**config.mk**
```make
export PLATFORM = sky130hd
export DESIGN_NAME = cp0_unit
export DESIGN_NICKNAME = d
export VERILOG_FILES = /design/src/rtl/cp0_unit.sv
export SDC_FILE = /design/constraint.sdc
export NUM_CORES = 1
export LEC_CHECK = 0
export CELL_PAD_IN_SITES_DETAIL_PLACEMENT = 0
export CELL_PAD_IN_SITES_GLOBAL_PLACEMENT = 1
export CORE_UTILIZATION = 32
export CTS_CLUSTER_SIZE = 24
export DETAILED_ROUTE_END_ITERATION = 10
export PLACE_DENSITY_LB_ADDON = 0.1
export SLEW_MARGIN = 40
export SYNTH_ARGS = -nofsm -noshare
export SYNTH_HDL_FRONTEND = slang
export SYNTH_SLANG_ARGS = --single-unit
```
**constraint.sdc**
```tcl
create_clock -name clk -period 4.63 [get_ports clk]
set_input_delay 0.926 -clock clk [delete_from_list [all_inputs] [get_ports clk]]
set_output_delay 0.926 -clock clk [all_outputs]
set_load 0.02 [all_outputs]
```
**src/rtl/cp0_unit.sv**
```systemverilog
// Coprocessor-0 status/cause/EPC registers and exception/interrupt request for the M stage.
// Latency: req is combinational from M inputs and current SR; register updates are visible one cycle after the edge.
// Backpressure: none. req flushes the pipeline. While EXL=1 further requests are masked until eret clears EXL.
module cp0_unit #(
    parameter logic [31:0] HANDLER_PC = 32'h0000_4180
) (
    input  logic        clk,
    input  logic        reset,
    input  logic        en,
    input  logic [4:0]  cp0_addr,
    input  logic [31:0] cp0_wdata,
    input  logic [31:0] pc_m,
    input  logic        bd_m,
    input  logic [4:0]  exccode_in,
    input  logic        exl_clr,
    input  logic [5:0]  hwint,
    output logic        req,
    output logic [31:0] cp0_rdata,
    output logic [31:0] epc_out,
    output logic [31:0] handler_pc
);

    localparam logic [4:0] ADDR_SR    = 5'd12;
    localparam logic [4:0] ADDR_CAUSE = 5'd13;
    localparam logic [4:0] ADDR_EPC   = 5'd14;

    // SR fields
    logic [5:0]  sr_im;
    logic        sr_exl;
    logic        sr_ie;
    // Cause fields
    logic        cause_bd;
    logic [5:0]  cause_ip;
    logic [4:0]  cause_exccode;
    // EPC
    logic [31:0] epc;

    logic        int_req;
    logic        exc_req;
    logic [31:0] sr_word;
    logic [31:0] cause_word;

    // Request generation: EXL masks both interrupts and exceptions so handlers cannot nest.
    always_comb begin
        int_req = (|(hwint & sr_im)) & sr_ie & ~sr_exl;
        exc_req = (exccode_in != 5'd0) & ~sr_exl;
        req     = int_req | exc_req;
    end

    // Register state: reset > taken request > eret > mtc0. IP tracks the lines every cycle.
    always_ff @(posedge clk) begin
        if (reset) begin
            sr_im         <= 6'd0;
            sr_exl        <= 1'b0;
            sr_ie         <= 1'b0;
            cause_bd      <= 1'b0;
            cause_ip      <= 6'd0;
            cause_exccode <= 5'd0;
            epc           <= 32'd0;
        end else begin
            cause_ip <= hwint;
            if (req) begin
                // The faulting or interrupted instruction does not commit, so its mtc0 is dropped.
                sr_exl        <= 1'b1;
                cause_bd      <= bd_m;
                epc           <= bd_m ? (pc_m - 32'd4) : pc_m;
                cause_exccode <= int_req ? 5'd0 : exccode_in;
            end else begin
                if (en) begin
                    if (cp0_addr == ADDR_SR) begin
                        sr_im  <= cp0_wdata[15:10];
                        sr_exl <= cp0_wdata[1];
                        sr_ie  <= cp0_wdata[0];
                    end else if (cp0_addr == ADDR_EPC) begin
                        epc <= cp0_wdata;
                    end
                end
                // eret wins over a same-cycle SR write to EXL.
                if (exl_clr) begin
                    sr_exl <= 1'b0;
                end
            end
        end
    end

    // Read mux over current register values; unimplemented addresses read as zero.
    always_comb begin
        sr_word    = {16'd0, sr_im, 8'd0, sr_exl, sr_ie};
        cause_word = {cause_bd, 15'd0, cause_ip, 3'd0, cause_exccode, 2'd0};
        case (cp0_addr)
            ADDR_SR:    cp0_rdata = sr_word;
            ADDR_CAUSE: cp0_rdata = cause_word;
            ADDR_EPC:   cp0_rdata = epc;
            default:    cp0_rdata = 32'd0;
        endcase
    end

    assign epc_out    = epc;
    assign handler_pc = HANDLER_PC;

endmodule

```
# == Yosys cells after proc, flatten, opt, wreduce, memory -nomap -nowiden ==
# Cells that the tools add are included.
# classes
n_addsub,1
eq_ne,4
muxes,11
bitwise,7
n_reduce_logical,9
# op_table
op,n
32-bit 2-to-1 mux,5
32-bit case mux with 3 select lines,1
32-bit by 3-bit subtractor with 32-bit output (second input constant),1
5-bit by 4-bit equality test with 1-bit output (second input constant),3
6-bit AND,1
3-bit AND reduction,2
3-bit nonzero test,2
6-bit OR reduction,1
5-bit 2-to-1 mux,1
5-bit nonzero test,1
1-bit 2-to-1 mux,4
2-bit nonzero test,2
1-bit AND,3
2-bit inequality test (second input constant),1
1-bit inverter,2
2-bit AND reduction,1
1-bit OR,1
# word_totals
register_bits,52
input_bits,85
wordCells,39

# == Longest topological paths before layout ==
# logic_depth
depth_word,7
ltp_mapped,7
mapped_depth_nobuf,6

# == Worst setup path after synthesis ==
# Ideal clock, no wire load.
# synth_path
kind,input to output
start,in cp0_addr[0]
end,out cp0_rdata[0]
arrival_ps,2404
setup_slack_ps,1300
path_stages,6
path_cell_list,clkbuf_1 -> nand2b_1 -> clkbuf_1 -> nor2_1 -> clkbuf_1 -> a22o_1
# synth_between
elab_chain_cells,2
word_cells_on_any_way,4
cone_classes,eq/ne (3); mux (1)
# synth_lines
item,line,text
start: declaration,10,"input logic [4:0] cp0_addr,"
5-bit by 4-bit equality test with 1-bit output,90,case (cp0_addr)
32-bit case mux with 3 select lines *,90,
end: declaration,18,"output logic [31:0] cp0_rdata,"
# Mark *: on every way between the ends. The rest lies on a longest branch, timed or not.

# == Final worst setup path ==
# layout_path
start,in hwint[1]
end,out req
# layout_between
elab_chain_cells,5
# layout_lines
item,line,text
start: declaration,16,"input logic [5:0] hwint,"
6-bit AND,45,int_req = (|(hwint & sr_im)) & sr_ie & ~sr_exl;
6-bit OR reduction,45,
1-bit AND (2 in a row),45,
1-bit OR,47,req = int_req | exc_req;
end: declaration,17,"output logic req,"
# Every way passes these cells.

==> flow_summary.json <==
{
  "worstSkewPairLatency_ps": 290,
  "grt_pass1_wl_um": 21270,
  "ys_ff_latch": 52,
  "drcViolationCount": 11,
  "rsz0062_at_grt": "no",
  "syn_area_um2": 3850,
  "wirelength_um": 14070,
  "io_buffers": 149,
  "rr_worst_depth": 5,
  "pin_count": 182,
  "grt.overflow.total": 0,
  "power.leakage_uw": 0.001925,
  "fin_util_pct": 47.58,
  "grt_use_total_pct": 21.61,
  "crit_top_cell": "clkdlybuf4s50_1",
  "cts.clk_slew.worst_paths_ps": 70,
  "rows": 39,
  "numCtsBuffers": 5,
  "gp_congestion": 0.8036,
  "vias": 4138,
  "hpwl_um": 10600,
  "yosysTopAreaCell": "dfxtp_1",
  "synth_top_family_by_area": "simple AND/OR/NAND/NOR gates",
  "path_cells": "clkdlybuf4s50_1 > a22o_1 > o311a_1 > nor2_1 > inv_2 > clkdlybuf4s50_1",
  "post_cts_buffers": 0,
  "avgRoutedWirePerCell_um": 19.22,
  "first_global_vias": 3787,
  "critPathArrivalTime_ps": 3050,
  "place_area_um2": 5335,
  "maxSlewViolCount": 0,
  "synthSimpleGateAreaFrac_pct": 26.42,
  "yosysWarnings": 0,
  "synth.area.top_cells": "dfxtp_1 27%, mux2i_1 6.8%, buf_4 6.2%, o31ai_1 4.9%, a211oi_1 4.1%",
  "fp.dieH_um": 111.7,
  "muxShareOfSynthArea_pct": 6.760,
  "crit_fanout": 18,
  "timing.fmax_mhz": 251.8,
  "drtIter0Drc": 253,
  "setup_viol": 0,
  "ctsResizeCount": 0,
  "final.setup.tns_ps": 0,
  "start_kind": "primary input",
  "nFillCells": 1159,
  "ys_types": 56,
  "hold_viol_final": 0,
  "fin_crit_ps": 3972,
  "hp-class": "register to register",
  "netlist_instances": 465,
  "syn_area_per_cell_um2": 8.279,
  "htree_levels": 2,
  "clock_sinks": 52,
  "via_per_inst": 5.653,
  "synthXorXnorAreaFrac_pct": 1.820,
  "vdd_drop_max_v": 0.0002156,
  "design.die.area_um2": 12470,
  "dr.pass1.iters": 8,
  "min_period_over_period_pct": 85.78,
  "diodes": 0,
  "critical_path_required_ps": 3700,
  "synthAdderAreaFrac_pct": 0.3250,
  "violations": "DRC",
  "ant_nets": 0,
  "area_growth_pct": 42.93,
  "worst_slew_pin_slew_ps": 698.6,
  "layout_commonest_cell": "clkdlybuf4s50_1",
  "synth_top_cell_area_share_pct": 27.04,
  "core-area_um2": 11560,
  "synth_edf_count": 0,
  "cp-end-kind": "output port",
  "antenna_found_initial": 0,
  "ys_async_sr_fraction_pct": 0,
  "status": "complete, but fails checks",
  "ys_dominant_reg_cell": "dfxtp_1",
  "grt_max_degree": 60,
  "die_x_um": 111.7,
  "finClkSkew_ps": 8.165,
  "crit_type": "primary input to output port",
  "final_nets": 674,
  "stdcell_area_um2": 5503,
  "synth_compound_area_share_pct": 25.87,
  "hold_depth": 2,
  "cts_max_path_buffers": 2,
  "ys_seq_area_share_pct": 27.04,
  "max_stage_delay_ps": 580,
  "root_buffer": "clkbuf_16",
  "drive_gt1_share_pct": 5.603,
  "start_util_pct": 33.29,
  "slowest_stage": "clkdlybuf4s50_1",
  "p_per_area_nw_per_um2": 237.9,
  "cts_tree": "yes",
  "drv_cap": 0,
  "slew_headroom_pct": 53.07,
  "cts_hold_buf": 0,
  "layout_common_cells": "148 x clkdlybuf4s50_1, 52 x dfxtp_1, 32 x conb_1"
}
power by group:
part	internal (uW)	total [uW]	switching, uW	leakage [uW]
Clock	254	422	168	0.0000798
Sequential	481	509	28.1	0.000431
Combinational	176	377	201	0.00141
Total	911	1310	398	0.00192
final cells by class:
class | count | area (um^2) | share of cell area, %
Clock buffer | 5 | 125.1 | 2.274
Clock inverter | 3 | 42.54 | 0.7731
Inverter | 6 | 22.52 | 0.4093
Multi-Input combinational cell | 361 | 2506 | 45.54
Sequential cell | 52 | 1041 | 18.92
Tap cell | 143 | 178.9 | 3.251
Timing Repair Buffer | 162 | 1587 | 28.83
synth_stat cells, types with 5 or more instances:
cell and count:
a211oi_1 21, a21oi_1 16, a22o_1 11, a31oi_1 13, a41o_1 13, and3_1 19, and4_1 5, buf_4 32
clkbuf_1 38, dfxtp_1 52, mux2i_1 26, nand2_1 11, nand2b_1 16, nand3_1 14, nand4_1 24, nor2_1 11
nor2b_1 9, nor3_1 9, nor4_1 5, o21ai_0 8, o31a_1 5, o31ai_1 25, o41ai_1 8, or3_1 7
or4_1 12, xor2_1 7
path summary, 6_finish.rpt:
path,startpoint,slack (ps),endpoint
worst max-delay path,hwint[1],660,req
worst min-delay path,cause_exccode[3]$_SDFFE_PP0P_,470,cause_exccode[3]$_SDFFE_PP0P_
worst max register to register,sr_exl$_SDFFE_PP0P_,2390,sr_im[3]$_SDFFE_PP0P_
worst min register to register,cause_exccode[3]$_SDFFE_PP0P_,470,cause_exccode[3]$_SDFFE_PP0P_
flip-flops by register name, summed over array words and instances, names as in the netlist:
name           count
sr_exl             1
cause_exccode      5
cause_bd           1
epc_out           32
cause_ip           6
sr_ie              1
sr_im              6
metal layers:
| layer | GRT usage (%) | wire (um) | up-vias |
|---|---|---|---|
| met5 | 0 | 0 | - |
| met3 | 2.504 | 840 | 9 |
| met1 | 31.00 | 6613 | 1970 |
| met2 | 34.95 | 6494 | 155 |
| met4 | 3.874 | 121 | 0 |
| li1 | - | - | 2004 |
cell families (layout without fill, tap and decap cells):
kind of cell	Yosys count	after routing
fa+ha+maj	1	1
flops	52	52
simple gates	161	161
mux	26	26
buf+inv	82	176
xor+xnor	8	8
other cells	2	32
compound gates	133	133
per-stage QoR:
stage	std cells	hold slack [ps]	worst slack [ps]	total power, uW
after floorplan	495	443.4	1300	720.4
after global placement	724	455.8	723.3	891.9
after detailed placement	724	463.6	677.6	895.0
after CTS	732	473.5	662.9	1315
after global routing	732	489.6	549.5	1361
final	732	473.5	658.3	1309
worst max-delay path: cells and delay by family:
family,cells,cell delay (ps)
AND/OR/NAND/NOR,1,190
AO/OA/AOI/OAI,2,730
buffers and inverters,3,1190
No activity file was read; power rests on OpenSTA's default activity.
